<file path="src/rtl/multicycle_controller.sv">
// Multicycle MIPS-subset control unit: a Moore state machine stepping
// through fetch, decode and per-class execute states. It drives datapath
// selects and strobes from the current state and waits on mem_ready for
// memory accesses.
module multicycle_controller (
  input  logic       clk,
  input  logic       rst_n,
  input  logic [5:0] op,
  input  logic [5:0] funct,
  input  logic       mem_ready,
  output logic       mem_req,
  output logic       iord,
  output logic       mem_write,
  output logic       ir_write,
  output logic       pc_write,
  output logic       branch,
  output logic [1:0] pc_src,
  output logic       alu_src_a,
  output logic [1:0] alu_src_b,
  output logic [2:0] alu_control,
  output logic       reg_write,
  output logic       reg_dst,
  output logic       mem_to_reg,
  output logic       illegal,
  output logic [3:0] state
);

  typedef enum logic [3:0] {
    FETCH  = 4'd0,
    DECODE = 4'd1,
    MEMADR = 4'd2,
    MEMRD  = 4'd3,
    MEMWB  = 4'd4,
    MEMWR  = 4'd5,
    EXEC   = 4'd6,
    ALUWB  = 4'd7,
    BRANCH = 4'd8,
    ADDIEX = 4'd9,
    ADDIWB = 4'd10,
    JUMP   = 4'd11
  } state_t;

  localparam logic [5:0] OP_LW    = 6'b100011;
  localparam logic [5:0] OP_SW    = 6'b101011;
  localparam logic [5:0] OP_RTYPE = 6'b000000;
  localparam logic [5:0] OP_BEQ   = 6'b000100;
  localparam logic [5:0] OP_ADDI  = 6'b001000;
  localparam logic [5:0] OP_J     = 6'b000010;

  localparam logic [2:0] ALU_ADD = 3'b010;
  localparam logic [2:0] ALU_SUB = 3'b110;
  localparam logic [2:0] ALU_AND = 3'b000;
  localparam logic [2:0] ALU_OR  = 3'b001;
  localparam logic [2:0] ALU_SLT = 3'b111;

  state_t     cur_state;
  state_t     next_state;
  logic [2:0] funct_alu;
  logic       funct_ok;
  logic       op_ok;
  logic [2:0] rtype_alu;

  // Translate the R-type funct field into an ALU operation and flag unsupported ones
  always_comb begin
    funct_alu = ALU_ADD;
    funct_ok  = 1'b1;
    case (funct)
      6'b100000: funct_alu = ALU_ADD;
      6'b100010: funct_alu = ALU_SUB;
      6'b100100: funct_alu = ALU_AND;
      6'b100101: funct_alu = ALU_OR;
      6'b101010: funct_alu = ALU_SLT;
      default:   funct_ok  = 1'b0;
    endcase
  end

  // Recognise the supported opcodes
  always_comb begin
    case (op)
      OP_LW, OP_SW, OP_RTYPE, OP_BEQ, OP_ADDI, OP_J: op_ok = 1'b1;
      default:                                       op_ok = 1'b0;
    endcase
  end

  // Next-state selection; op and funct only matter in DECODE and MEMADR
  always_comb begin
    next_state = FETCH;
    case (cur_state)
      FETCH:  next_state = mem_ready ? DECODE : FETCH;
      DECODE: begin
        case (op)
          OP_LW, OP_SW: next_state = MEMADR;
          OP_RTYPE:     next_state = funct_ok ? EXEC : FETCH;
          OP_BEQ:       next_state = BRANCH;
          OP_ADDI:      next_state = ADDIEX;
          OP_J:         next_state = JUMP;
          default:      next_state = FETCH;
        endcase
      end
      MEMADR: next_state = (op == OP_LW) ? MEMRD : MEMWR;
      MEMRD:  next_state = mem_ready ? MEMWB : MEMRD;
      MEMWB:  next_state = FETCH;
      MEMWR:  next_state = mem_ready ? FETCH : MEMWR;
      EXEC:   next_state = ALUWB;
      ALUWB:  next_state = FETCH;
      BRANCH: next_state = FETCH;
      ADDIEX: next_state = ADDIWB;
      ADDIWB: next_state = FETCH;
      JUMP:   next_state = FETCH;
      default: next_state = FETCH;
    endcase
  end

  // State register; the R-type ALU op is captured in DECODE so funct may change before EXEC
  always_ff @(posedge clk or negedge rst_n) begin
    if (!rst_n) begin
      cur_state <= FETCH;
      rtype_alu <= ALU_ADD;
    end else begin
      cur_state <= next_state;
      if (cur_state == DECODE) rtype_alu <= funct_alu;
    end
  end

  // Output decode from the current state, forced to all-zero while reset is held
  always_comb begin
    mem_req     = 1'b0;
    iord        = 1'b0;
    mem_write   = 1'b0;
    ir_write    = 1'b0;
    pc_write    = 1'b0;
    branch      = 1'b0;
    pc_src      = 2'b00;
    alu_src_a   = 1'b0;
    alu_src_b   = 2'b00;
    alu_control = 3'b000;
    reg_write   = 1'b0;
    reg_dst     = 1'b0;
    mem_to_reg  = 1'b0;
    illegal     = 1'b0;
    if (rst_n) begin
      alu_control = ALU_ADD;
      case (cur_state)
        FETCH: begin
          mem_req   = 1'b1;
          alu_src_b = 2'b01;
          ir_write  = mem_ready;
          pc_write  = mem_ready;
        end
        DECODE: begin
          alu_src_b = 2'b11;
          illegal   = !op_ok || ((op == OP_RTYPE) && !funct_ok);
        end
        MEMADR: begin
          alu_src_a = 1'b1;
          alu_src_b = 2'b10;
        end
        MEMRD: begin
          mem_req = 1'b1;
          iord    = 1'b1;
        end
        MEMWB: begin
          reg_write  = 1'b1;
          mem_to_reg = 1'b1;
        end
        MEMWR: begin
          mem_req   = 1'b1;
          iord      = 1'b1;
          mem_write = 1'b1;
        end
        EXEC: begin
          alu_src_a   = 1'b1;
          alu_control = rtype_alu;
        end
        ALUWB: begin
          reg_write = 1'b1;
          reg_dst   = 1'b1;
        end
        BRANCH: begin
          alu_src_a   = 1'b1;
          alu_control = ALU_SUB;
          branch      = 1'b1;
          pc_src      = 2'b01;
        end
        ADDIEX: begin
          alu_src_a = 1'b1;
          alu_src_b = 2'b10;
        end
        ADDIWB: begin
          reg_write = 1'b1;
        end
        JUMP: begin
          pc_write = 1'b1;
          pc_src   = 2'b10;
        end
        default: begin
          alu_control = ALU_ADD;
        end
      endcase
    end
  end

  assign state = cur_state;

endmodule

</file>
<file path="config.mk">
export PLATFORM = sky130hd
export DESIGN_NAME = multicycle_controller
export DESIGN_NICKNAME = d
export VERILOG_FILES = /design/src/rtl/multicycle_controller.sv
export SDC_FILE = /design/constraint.sdc
export NUM_CORES = 1
export LEC_CHECK = 0
export ABC_AREA = 1
export BUFFER_PORTS_ARGS = -buffer_cell sky130_fd_sc_hd__buf_4
export CORE_UTILIZATION = 48
export DETAILED_ROUTE_END_ITERATION = 6
export GPL_TIMING_DRIVEN = 0
export PLACE_DENSITY_LB_ADDON = 0.25
export SETUP_SLACK_MARGIN = 0.02
export SLEW_MARGIN = 20
export SYNTH_ARGS = -nofsm -noshare
export SYNTH_HDL_FRONTEND = slang
export SYNTH_SLANG_ARGS = --single-unit
</file>
<file path="constraint.sdc">
create_clock -name clk -period 1.48 [get_ports clk]
set_input_delay 0 -clock clk [delete_from_list [all_inputs] [get_ports clk]]
set_output_delay 0 -clock clk [all_outputs]
set_load 0.005 [all_outputs]
</file>
==> flow_metrics.env <==
export IMPL_outcome="finished clean"
export IMPL_timing_final_crit_share=0.978
export IMPL_slew_headroom=0.715
export IMPL_viasPerCell=5.34
export IMPL_antenna_found_initial=0
export IMPL_synth_nets=150
export IMPL_cts_buffers=3
export IMPL_clkPwrFrac=0.230
export IMPL_rows=13
export IMPL_instances_no_fill=197
export IMPL_dp_cells=186
export IMPL_synth_seq_cells=7
export IMPL_yosysTopAreaCell="dfrtp_1"
export IMPL_start_util=0.542
export IMPL_firstDrtPassIters=4
export IMPL_synth_cell_type_count=21
export IMPL_switching_power_uw=292
export IMPL_critPathKind="flop to output pin"
export IMPL_final_nets=198
export IMPL_synth_top_area_share=0.203
export IMPL_ant_nets=0
export IMPL_syn_instance_count=135
export IMPL_io_buffers=36
export IMPL_synth_area_um2=741
export IMPL_p_leak_nw=0.671
export IMPL_synth_commonest_cells="nor2_1 (31), nand2_1 (30), inv_1 (22)"
export IMPL_drtIter0Drc=33
export IMPL_routed_wl_um=2310
export IMPL_hp_class="input port to flop"
export IMPL_setup_tns_ps=0
export IMPL_internal_power_uw=497
export IMPL_dieArea_um2=1700
export IMPL_ys_seq_area_frac=0.238
export IMPL_synth_top_cells_by_area="dfrtp_1 (20%), nor2_1 (16%), nand2_1 (15%)"
export IMPL_synth_most_common_cell="nor2_1"
export IMPL_async_flop_share=1.00
export IMPL_cts_max_level=1
export IMPL_core_um2=1370
export IMPL_num_vias=1051
export IMPL_cts_sinks=7
export IMPL_required_ps=1480
export IMPL_setup_violations=0
export IMPL_worst_path_max_fanout=4
export IMPL_place_ws_ps=316
export IMPL_grt_pass1_vias=786
export IMPL_rsz0062_at_grt="true"
export IMPL_power_per_cell_area_nw_per_um2=697
export IMPL_drive_gt1_frac=0.352
export IMPL_drcViolationCount=0
export IMPL_synth_edf_count=0
export IMPL_setup_worst_path_start_class="flop"
export IMPL_avgSynthCellArea_um2=5.49
export IMPL_wire_per_inst_um=11.7
export IMPL_clkTransAtPathRegs_ps=60
export IMPL_drv_slew=0
export IMPL_grt_first_pass_wirelength_um=3040
export IMPL_layout_setup_ws_ps=33.2
export IMPL_ir_worst_vdd_v=0.000573
export IMPL_floorplan_io_pins=37
export IMPL_swShare=0.370
export IMPL_cts_tree="done"
export IMPL_hold_viol_final=0
export IMPL_reg2reg_setup_slack_ps=190
export IMPL_total_power_uw=789
export IMPL_synthFlopType="dfrtp_1"
export IMPL_clock_tree_buffer_depth=2
export IMPL_clk_latency_ps=260
export IMPL_grt_max_degree=11
export IMPL_grt_overflow_total=0
export IMPL_n_antenna_cell=0
export IMPL_combPwrFrac=0.434
export IMPL_fp_dieW_um=41.3
export IMPL_root_buffer="clkbuf_4"
export IMPL_synth_yosys_warnings=0
export IMPL_tightest_slew_ps=428
export IMPL_syn_to_final_growth_pct=52.7
export IMPL_grt_usage=0.272
export IMPL_final_util=0.828
export IMPL_gp_congestion=0.798
export IMPL_finalClockSkew_ps=7.12
export IMPL_max_freq_mhz=691
export IMPL_chipHeight_um=41.3
export IMPL_nFillCells=93
export IMPL_seq_power_share=0.336
export IMPL_arrival_ps=1450
export IMPL_max_cap_violations=0
export IMPL_worstSetupEndpointType="output pin"
export IMPL_dp_hpwl_um=1650
export IMPL_fin_crit_ps=1450
==> critical path: stages, from the launching register on <==
cell and delay [ps]:
dfrtp_2 440, inv_1 90, nand2_1 100, nor2_1 190, nor2_2 60, a31oi_1 150, buf_4 140
==> state kept, by name, indices dropped and copies added (netlist names) <==
register   count
state          4
rtype_alu      3
==> power groups by stage <==
stage,Clock (mW),Sequential [mW],Combinational (mW)
global placement,0,0.258,0.265
finish,0.182,0.265,0.342
CTS,0.176,0.258,0.279
global route,0.198,0.267,0.377
floorplan,0,0.257,0.150
detailed placement,0,0.261,0.275
==> timing repair <==
item                                    4_1_cts  5_1_grt
gates resized for setup                       0        9
endpoints found under the setup margin        0       11
buffers inserted                              0        6
hold buffers                                  1        0
hold endpoints to repair                      7        0
==> routing by layer <==
| layer | wire length [µm] | vias up | track usage | part of all wire |
|---|---|---|---|---|
| met5 | 0 | - | 0 | 0 |
| met4 | 49 | 0 | 0.145 | 0.021 |
| met3 | 158 | 10 | 0.0815 | 0.068 |
| met2 | 1200 | 66 | 0.480 | 0.52 |
| met1 | 894 | 454 | 0.284 | 0.39 |
| li1 | - | 521 | - | - |
==> cell usage in the layout, fill, tap and decap left out <==
cell / instances
buf_4: 43
nor2_1: 29
nand2_1: 29
inv_1: 22
nand3_1: 16
a21oi_1: 6
nor2_2: 4
nand2_2: 4
dfrtp_2: 4
clkbuf_4: 3
inv_2: 2
nor2_4: 2
o21ai_0: 2
clkbuf_1: 2
a31oi_1: 2
nand4_1: 2
dfrtp_1: 2
inv_4: 1
and2_0: 1
o211a_1: 1
o31ai_1: 1
o211ai_1: 1
nor3_1: 1
dlygate4sd3_1: 1
dfstp_2: 1
==> worst paths after layout <==
kind / from / end / cells after the start
worst max-delay path: state[2] / alu_src_a / 6
worst max register to register: state[1] / state[0] / 8
max in group asynchronous: rst_n / rtype_alu[1] / 2
min in group asynchronous: rst_n / rtype_alu[2] / 2
worst min-delay path: funct[4] / rtype_alu[2] / 4
worst min register to register: rtype_alu[2] / rtype_alu[2] / 2
==> logic make-up (layout without fill, tap and decap cells) <==
| family | after synthesis | in the layout | share of synthesized area |
|---|---|---|---|
| and+or+nand+nor | 88 | 88 | 0.515 |
| buffers and inverters | 27 | 74 | 0.142 |
| AOI/OAI and AO/OA | 13 | 13 | 0.105 |
| DFF | 7 | 7 | 0.238 |
==> per-stage QoR <==
step	hold WS (ps)	area [µm²]
3_3_place_gp	-168	1030
5_1_grt	39.6	1130
3_5_place_dp	-167	1030
4_1_cts	44.5	1070
6_report	29.2	1130
2_1_floorplan	-296	741
==> layout make-up <==
cell class                      count  area, µm²  share of cell area
Clock buffer                        4       26.3              0.0232
Sequential cell                     7        181               0.160
Buffer                              2       11.3             0.00996
Timing Repair Buffer               43        325               0.288
Multi-Input combinational cell    101        472               0.417
Inverter                           25       96.3              0.0852
Tap cell                           15       18.8              0.0166
Power figures use the tool's default switching activity.
